### src/rtl/cacheline_adapter_if.sv
// Cache-line / burst-memory signal bundle for cacheline_adapter.
// master: the adapter itself; slave: the cache and memory it sits between.
interface cacheline_adapter_if #(
  parameter int unsigned BEAT_W    = 64,
  parameter int unsigned BURST_LEN = 4
);
  localparam int unsigned LINE_W = BEAT_W * BURST_LEN;

  logic [31:0]       dfp_addr;
  logic              dfp_read;
  logic              dfp_write;
  logic [LINE_W-1:0] dfp_wdata;
  logic [LINE_W-1:0] dfp_rdata;
  logic              dfp_resp;

  logic [31:0]       bmem_addr;
  logic              bmem_read;
  logic              bmem_write;
  logic [BEAT_W-1:0] bmem_wdata;
  logic              bmem_ready;
  logic [31:0]       bmem_raddr;
  logic [BEAT_W-1:0] bmem_rdata;
  logic              bmem_rvalid;

  modport master (
    input  dfp_addr, dfp_read, dfp_write, dfp_wdata,
    input  bmem_ready, bmem_raddr, bmem_rdata, bmem_rvalid,
    output dfp_rdata, dfp_resp,
    output bmem_addr, bmem_read, bmem_write, bmem_wdata
  );

  modport slave (
    output dfp_addr, dfp_read, dfp_write, dfp_wdata,
    output bmem_ready, bmem_raddr, bmem_rdata, bmem_rvalid,
    input  dfp_rdata, dfp_resp,
    input  bmem_addr, bmem_read, bmem_write, bmem_wdata
  );
endinterface

### src/rtl/cacheline_adapter.sv
// Converts whole-line cache fills/writebacks into BURST_LEN-beat memory bursts.
// Optional CACHELINE_ADAPTER_RADDR_CHECK_EN: only count read beats whose bmem_raddr matches the line.
module cacheline_adapter #(
  parameter int unsigned BEAT_W    = 64,
  parameter int unsigned BURST_LEN = 4
) (
  input logic               clk,
  input logic               rst,
  cacheline_adapter_if.master bus
);
  localparam int unsigned LINE_W = BEAT_W * BURST_LEN;
  localparam int unsigned OFF_W  = $clog2(LINE_W / 8);
  localparam int unsigned CNT_W  = (BURST_LEN > 1) ? $clog2(BURST_LEN) : 1;
  localparam logic [CNT_W-1:0] LAST_BEAT = CNT_W'(BURST_LEN - 1);

  typedef enum logic [2:0] {
    IDLE,
    RD_REQ,
    RD_WAIT,
    WR_BURST,
    RESP
  } state_t;

  state_t            state, state_next;
  logic [CNT_W-1:0]  cnt, cnt_next;
  logic [31:0]       addr_q;
  logic [LINE_W-1:0] line_q;
  logic              latch_addr;
  logic              latch_line;
  logic              beat_accept;
  logic              beat_ok;

`ifdef CACHELINE_ADAPTER_RADDR_CHECK_EN
  assign beat_ok = bus.bmem_rvalid && (bus.bmem_raddr == addr_q);
`else
  logic unused_raddr;
  assign unused_raddr = ^bus.bmem_raddr;
  assign beat_ok      = bus.bmem_rvalid;
`endif

  always_ff @(posedge clk) begin
    if (rst) begin
      state <= IDLE;
      cnt   <= '0;
    end else begin
      state <= state_next;
      cnt   <= cnt_next;
    end
  end

  always_comb begin
    state_next      = state;
    cnt_next        = cnt;
    latch_addr      = 1'b0;
    latch_line      = 1'b0;
    beat_accept     = 1'b0;
    bus.dfp_resp    = 1'b0;
    bus.bmem_read   = 1'b0;
    bus.bmem_write  = 1'b0;
    bus.bmem_addr   = '0;
    bus.bmem_wdata  = '0;

    unique case (state)
      IDLE: begin
        cnt_next = '0;
        // Writeback takes priority so a dirty victim is never overwritten by its fill.
        if (bus.dfp_write) begin
          latch_addr = 1'b1;
          latch_line = 1'b1;
          state_next = WR_BURST;
        end else if (bus.dfp_read) begin
          latch_addr = 1'b1;
          state_next = RD_REQ;
        end
      end
      RD_REQ: begin
        bus.bmem_read = 1'b1;
        bus.bmem_addr = addr_q;
        if (bus.bmem_ready) begin
          cnt_next   = '0;
          state_next = RD_WAIT;
        end
      end
      RD_WAIT: begin
        if (beat_ok) begin
          beat_accept = 1'b1;
          cnt_next    = cnt + CNT_W'(1);
          if (cnt == LAST_BEAT) state_next = RESP;
        end
      end
      WR_BURST: begin
        bus.bmem_write = 1'b1;
        bus.bmem_addr  = addr_q;
        bus.bmem_wdata = line_q[BEAT_W*cnt +: BEAT_W];
        if (bus.bmem_ready) begin
          cnt_next = cnt + CNT_W'(1);
          if (cnt == LAST_BEAT) state_next = RESP;
        end
      end
      RESP: begin
        bus.dfp_resp = 1'b1;
        cnt_next     = '0;
        state_next   = IDLE;
      end
      default: begin
        cnt_next   = '0;
        state_next = IDLE;
      end
    endcase
  end

  always_ff @(posedge clk) begin
    if (rst) begin
      addr_q        <= '0;
      line_q        <= '0;
      bus.dfp_rdata <= '0;
    end else begin
      if (latch_addr) addr_q <= {bus.dfp_addr[31:OFF_W], {OFF_W{1'b0}}};
      if (latch_line) line_q <= bus.dfp_wdata;
      if (beat_accept) bus.dfp_rdata[BEAT_W*cnt +: BEAT_W] <= bus.bmem_rdata;
    end
  end
endmodule

### src/flat_wrapper.sv
// flat-port wrapper written by rule: the top's interface ports become plain ports
module cacheline_adapter_flat 
#(
  parameter int unsigned BEAT_W    = 64,
  parameter int unsigned BURST_LEN = 4
)
  (clk, rst, bus_dfp_addr, bus_dfp_read, bus_dfp_write, bus_dfp_wdata, bus_bmem_ready, bus_bmem_raddr, bus_bmem_rdata, bus_bmem_rvalid, bus_dfp_rdata, bus_dfp_resp, bus_bmem_addr, bus_bmem_read, bus_bmem_write, bus_bmem_wdata);
  cacheline_adapter_if #(.BEAT_W(BEAT_W), .BURST_LEN(BURST_LEN)) bus_i ();
  input logic clk;
  input logic rst;
  input wire logic [$bits(bus_i.dfp_addr)-1:0] bus_dfp_addr;
  input wire logic [$bits(bus_i.dfp_read)-1:0] bus_dfp_read;
  input wire logic [$bits(bus_i.dfp_write)-1:0] bus_dfp_write;
  input wire logic [$bits(bus_i.dfp_wdata)-1:0] bus_dfp_wdata;
  input wire logic [$bits(bus_i.bmem_ready)-1:0] bus_bmem_ready;
  input wire logic [$bits(bus_i.bmem_raddr)-1:0] bus_bmem_raddr;
  input wire logic [$bits(bus_i.bmem_rdata)-1:0] bus_bmem_rdata;
  input wire logic [$bits(bus_i.bmem_rvalid)-1:0] bus_bmem_rvalid;
  output wire logic [$bits(bus_i.dfp_rdata)-1:0] bus_dfp_rdata;
  output wire logic [$bits(bus_i.dfp_resp)-1:0] bus_dfp_resp;
  output wire logic [$bits(bus_i.bmem_addr)-1:0] bus_bmem_addr;
  output wire logic [$bits(bus_i.bmem_read)-1:0] bus_bmem_read;
  output wire logic [$bits(bus_i.bmem_write)-1:0] bus_bmem_write;
  output wire logic [$bits(bus_i.bmem_wdata)-1:0] bus_bmem_wdata;
  assign bus_i.dfp_addr = bus_dfp_addr;
  assign bus_i.dfp_read = bus_dfp_read;
  assign bus_i.dfp_write = bus_dfp_write;
  assign bus_i.dfp_wdata = bus_dfp_wdata;
  assign bus_i.bmem_ready = bus_bmem_ready;
  assign bus_i.bmem_raddr = bus_bmem_raddr;
  assign bus_i.bmem_rdata = bus_bmem_rdata;
  assign bus_i.bmem_rvalid = bus_bmem_rvalid;
  assign bus_dfp_rdata = bus_i.dfp_rdata;
  assign bus_dfp_resp = bus_i.dfp_resp;
  assign bus_bmem_addr = bus_i.bmem_addr;
  assign bus_bmem_read = bus_i.bmem_read;
  assign bus_bmem_write = bus_i.bmem_write;
  assign bus_bmem_wdata = bus_i.bmem_wdata;
  cacheline_adapter #(.BEAT_W(BEAT_W), .BURST_LEN(BURST_LEN)) u_core (.clk(clk), .rst(rst), .bus(bus_i));
endmodule
### config.mk
export PLATFORM = sky130hd
export DESIGN_NAME = cacheline_adapter_flat
export DESIGN_NICKNAME = d
export VERILOG_FILES = /design/src/rtl/cacheline_adapter_if.sv /design/src/rtl/cacheline_adapter.sv /design/src/flat_wrapper.sv
export SDC_FILE = /design/constraint.sdc
export NUM_CORES = 1
export LEC_CHECK = 0
export CORE_AREA = 2 2 294 296
export DETAILED_ROUTE_END_ITERATION = 6
export DIE_AREA = 0 0 296 298
export SYNTH_ARGS = -nofsm -noshare
export SYNTH_HDL_FRONTEND = slang
export SYNTH_SLANG_ARGS = --single-unit
### constraint.sdc
create_clock -name clk -period 2.6 [get_ports clk]
set_clock_uncertainty 0.15 [all_clocks]
set_input_delay 0.78 -clock clk [delete_from_list [all_inputs] [get_ports clk]]
set_output_delay 0.78 -clock clk [all_outputs]
set_load 0.1 [all_outputs]
== Yosys cells after proc, flatten, opt, wreduce, memory -nomap -nowiden ==
Cells that the tools add are included.

* Register bits: 544
* Word-level logic and storage cells: 47

* Mux-type cells: 24
* Equal/unequal tests: 9
* Reductions and logical operators: 4
* Shift operators: 3
* Add/subtract/negate cells: 2

{| class="wikitable"
|+ Operators with widths
! kind !! number
|-
| 256-bit bitwise mux || 1
|-
| 64-bit by 34-bit variable shift with 256-bit output, first input constant || 1
|-
| 256-bit by 9-bit indexed part select with 64-bit output || 1
|-
| 64-bit by 34-bit indexed part select with 256-bit output || 1
|-
| 64-bit two-way mux || 1
|-
| 8-bit negator with 34-bit output || 1
|-
| 32-bit two-way mux || 1
|-
| 3-bit two-way mux || 6
|-
| 3-bit case mux with 4 select lines || 1
|-
| 1-bit two-way mux || 10
|-
| 3-bit by 2-bit == test with 1-bit output, second input constant || 2
|-
| 2-bit two-way mux || 3
|-
| 2-bit inequality test, second input constant || 3
|-
| 2-bit case mux with 3 select lines || 1
|-
| 4-bit AND reduction || 1
|-
| 3-bit by 1-bit == test with 1-bit output, second input constant || 1
|-
| 3-bit == test, second input constant || 1
|-
| 3-bit logical NOT || 1
|-
| 3-bit inequality test, second input constant || 1
|-
| 3-bit AND reduction || 1
|-
| 2-bit by 1-bit adder with 2-bit output, second input constant || 1
|-
| 2-bit == test, second input constant || 1
|-
| 2-bit OR reduction || 1
|}

== Depth between registers and ports, before layout ==
* Depth in word-level cells: 4
* Mapped depth: 9
* Gate-level depth less buffers: 5

== Worst setup path after synthesis ==
OpenSTA, ideal clock, no wires.

* Path type: register -> output
* Start: reg u_core.state[1]
* End: out bus_dfp_resp
* Stages on the path, launching flop included: 4
* Slack: -1234 ps
* Required time: 1670 ps
* Data arrival time: 2904 ps
* Buffers on the path: 2
* Path through: dfxtp_1 > clkbuf_1 > clkbuf_1 > nor3b_1

* Cells in the longest elaborated chain, start to end: 2

{| class="wikitable"
|+ Ends and longest elaborated chain
! what !! RTL line !! source
|-
| start, declared || cacheline_adapter.sv:24 || <nowiki>state_t state, state_next;</nowiki>
|-
| start signal, assigned || cacheline_adapter.sv:46 || <nowiki>state <= state_next;</nowiki>
|-
| 3-bit == test || cacheline_adapter.sv:63 || <nowiki>unique case (state)</nowiki>
|-
| 1-bit two-way mux || cacheline_adapter.sv:63 ||
|-
| end, declared || flat_wrapper.sv:20 || <nowiki>output wire logic [$bits(bus_i.dfp_resp)-1:0] bus_dfp_resp;</nowiki>
|}

No other way between the ends.

== Final worst setup path ==
* Start: reg u_core.cnt[0]
* End: out bus_bmem_wdata[41]

* Cells in the longest elaborated chain, start to end: 2

{| class="wikitable"
|+ Ends and longest elaborated chain
! what !! RTL line !! source
|-
| start, declared || cacheline_adapter.sv:25 || <nowiki>logic [CNT_W-1:0] cnt, cnt_next;</nowiki>
|-
| start signal, assigned || cacheline_adapter.sv:47 || <nowiki>cnt <= cnt_next;</nowiki>
|-
| 256-bit by 9-bit indexed part select with 64-bit output || cacheline_adapter.sv:94 || <nowiki>bus.bmem_wdata = line_q[BEAT_W*cnt +: BEAT_W];</nowiki>
|-
| 64-bit two-way mux || cacheline_adapter.sv:63 ||
|-
| end, declared || flat_wrapper.sv:24 || <nowiki>output wire logic [$bits(bus_i.bmem_wdata)-1:0] bus_bmem_wdata;</nowiki>
|}

No other way between the ends.

==> flow_metrics.tcl <==
set metrics [dict create \
    finalPower_mw 21.46 \
    nets 3748 \
    p_leak_nw 13.07 \
    tightest_slew_ns 0.6056 \
    path_cells "buf_6 > buf_12 > buf_16 > mux4_2 > and3_4 > buf_12" \
    syn_area_um2 23390 \
    finalHoldViolations 0 \
    p_int_mw 15.47 \
    drtIter0Drc 1331 \
    die_x_um 296 \
    timing.hold.ws_ns 0.2995 \
    pwr-share-comb 0.172 \
    crit_slowest_cell "mux4_2" \
    place.gp.congestion 0.8173 \
    end_kind "output pin" \
    pre_cts_slack_ns -0.1432 \
    final.min_clock_period_ns 3.155 \
    start_util 0.2755 \
    dieArea_um2 88210 \
    path_delay_family "buffers and inverters" \
    crit_required_ns 1.67 \
    regToRegSetupSlack_ns 0.13 \
    wl_mm 93.08 \
    worst-path-buf-inv 4 \
    area_delta_synth_final_pct 51.54 \
    via_count 22160 \
    synth_area_per_cell_um2 8.630 \
    hpwl_mm 62.55 \
    ys_top_cells_by_area "dfxtp_1, nand2b_1, nand2_1, nand4_1, mux4_2" \
    worstSetupPathType "flop to output pin" \
    grt_pass1_vias 21670 \
    synth_seq_cells 544 \
    cts_max_path_buffers 3 \
    synth_cell_types 37 \
    cts_made_buffers 61 \
    cts_tree "yes" \
    max_stage_delay_ns 0.48 \
    slew_headroom 0.5955 \
    crit_fanout 5 \
    yosys_warnings 0 \
    cts_hold_buf 0 \
    syn_inst 2710 \
    seqPwrFrac 0.415 \
    rows 107 \
    regToRegEndpoint "u_core.bus.dfp_rdata[255]" \
    clk_latency_ns 0.63 \
    r2r_start "u_core.cnt[0]" \
    grt_usage 0.1969 \
    clkTransAtPathRegs_ns 0.06 \
    p_sw_mw 5.990 \
    antenna_found_initial 22 \
    wl_per_cell_um 20.41 \
    fmax_ghz 0.3169 \
    cp-start-kind "flop" \
    pin_count 745 \
    holdPathEnd "u_core.line_q[219]" \
    drive_above_1_share 0.2306 \
    worstSetupStartpoint "u_core.cnt[0]" \
    worstHoldPathCells 2 \
    finalSetupViolCount 93 \
    clock-root-buffer "clkbuf_16" \
    p_sw_frac 0.2792 \
    die_y_um 298 \
    cpMostUsedCell "buf_12" \
    postLayoutSetupSlackWorst_ns -0.5551 \
    vdd_drop_max_uv 496.7 \
    ant_nets 0 \
    cts_sinks 544 \
    slew_viol_final 0 \
    firstDrtPassIters 6 \
    placed_cell_area_um2 32710 \
    hold_class "flop to flop" \
    htreeDepth 2 \
    power_density_nw_per_um2 605.5 \
    violations "setup timing" \
    grt-ovfl-total 0 \
    post-route-cell-area_um2 35440 \
    rsz0062_at_grt "true" \
    hp-start "u_core.line_q[219]" \
    cp_data_arrival_time_ns 2.23 \
    fin_crit_sh 1.213 \
    coreArea_um2 84880 \
    grt_pass1_wl_mm 134.6 \
    ys_seq_area_frac 0.4657 \
    setup_tns_ns -38.30 \
    reg2regPathDepth 9 \
    viasPerCell 4.860 \
    numPortBuffers 702 \
    outcome "complete, but fails checks" \
    maxCapViolations 0 \
    remaining_drc_errors 0 \
    pwr-share-clk 0.413 \
    synth_top_area_frac 0.4657 \
    grt_max_degree 97 \
    synth_largest_area_cell "dfxtp_1" \
]
-- kinds of logic (layout without fill, tap and decap cells) --
kind of cell,Yosys count,count (layout),synth area share
buffers and inverters,286,976,0.06110
flip-flops,544,544,0.4657
adder cells (fa/ha/maj),5,5,0.002675
AND/OR/NAND/NOR,1263,1263,0.2848
multiplexers,92,92,0.07367
other,1,17,0.0001603
XOR/XNOR,1,1,0.0003746
AO/OA/AOI/OAI,518,518,0.1115
-- state kept, by name, indices dropped and copies added (netlist names) --
| register | count |
|---|---|
| u_core.line_q | 256 |
| u_core.addr_q | 27 |
| u_core.cnt | 2 |
| u_core.bus.dfp_rdata | 256 |
| u_core.state | 3 |
-- per-stage QoR --
| stage | utilization | instances |
|---|---|---|
| after floorplan | - | 2714 |
| after detailed placement | 0.3853 | 4402 |
| after global routing | 0.4174 | 4555 |
| final | 0.4175 | 4560 |
| after global placement | 0.3853 | 4402 |
| after CTS | 0.4165 | 4541 |
-- tightest hold or removal path: cells and delay by family (launching register included) --
family | cells | cell delay [ns]
flip-flops | 1 | 0.30
AND/OR/NAND/NOR | 1 | 0.05
AO/OA/AOI/OAI | 1 | 0.05
-- what timing repair did --
item | 4_1_cts | 5_1_grt
resized for setup | 64 | 13
gates cloned | 10 | 6
setup buffers | 15 | 8
endpoints found under the setup margin | 94 | 100
pin swaps | 27 | 20
-- cells in the final DEF, fill, tap and decap left out, types with 3 or more instances in the layout --
cell type and count:
and3_2 4, buf_12 148, inv_6 4, dfxtp_1 539
clkdlybuf4s50_1 351, nand2b_1 311, and3_4 60, clkbuf_8 13
o21ai_0 182, a21oi_1 256, buf_8 7, nand4_1 257
dfxtp_4 3, and2_4 27, nand2_1 512, buf_6 9
clkbuf_16 67, mux4_2 64, mux2i_1 27, o21ai_1 75
bufinv_16 4, diode_2 12, buf_16 3, nor2b_1 66
and2_2 4, nor3b_1 3, conb_1 5, clkbuf_1 20
buf_4 332, clkinv_2 9
-- cells in the mapped netlist, drive strengths merged --
library cell  number
a211oi             2
a21boi             1
a21oi            256
a311oi             1
and2              31
and3              65
and3b              1
and4bb             2
buf              149
clkbuf           134
conb               1
dfxtp            544
ha                 5
inv                3
mux2               1
mux2i             27
mux4              64
nand2            513
nand2b           311
nand3              1
nand3b             2
nand4            257
nor2               1
nor2b             68
nor3b              5
nor4               2
nor4b              3
o21ai            257
o21ba              1
or4b               1
xor2               1
-- final cells by class --
cell class / instances / area (µm²)
timing repair buffer: 859 / 9458
sequential: 544 / 10900
clock buffer: 95 / 1805
clock inverter: 19 / 229.0
antenna: 12 / 30.03
fill: 8547 / 49440
inverter: 3 / 15.01
multi-input combinational: 1884 / 11570
tap: 1144 / 1431
-- power groups by stage --
stage	clock, mW	combinational, mW	sequential, mW
final	8.86	3.70	8.90
after global routing	9.38	3.94	8.94
after CTS	9.07	3.71	8.90
after detailed placement	0	3.46	9.09
after global placement	0	3.45	9.08
after floorplan	0	1.77	9.35
-- metal layers --
| layer | up-vias | routed length [µm] | global-route usage |
|---|---|---|---|
| met5 | - | 162 | 0 |
| met4 | 24 | 2799 | 0.06650 |
| met3 | 158 | 8968 | 0.06557 |
| met2 | 813 | 44470 | 0.3326 |
| met1 | 10540 | 36670 | 0.2327 |
| li1 | 10630 | - | - |
-- worst max-delay path by stage --
stage / endpoint / slack, ns / cells past startpoint
6_report: bus_bmem_wdata[41] / -0.56 / 6
5_1_grt: bus_bmem_wdata[40] / -0.64 / 6
4_1_cts: bus_bmem_wdata[61] / -0.64 / 5
3_5_place_dp: u_core.bus.dfp_rdata[50] / -0.14 / 6
3_3_place_gp: u_core.bus.dfp_rdata[196] / -0.13 / 5
2_1_floorplan: bus_dfp_resp / -0.24 / 3
(Power assumes the default switching activity.)
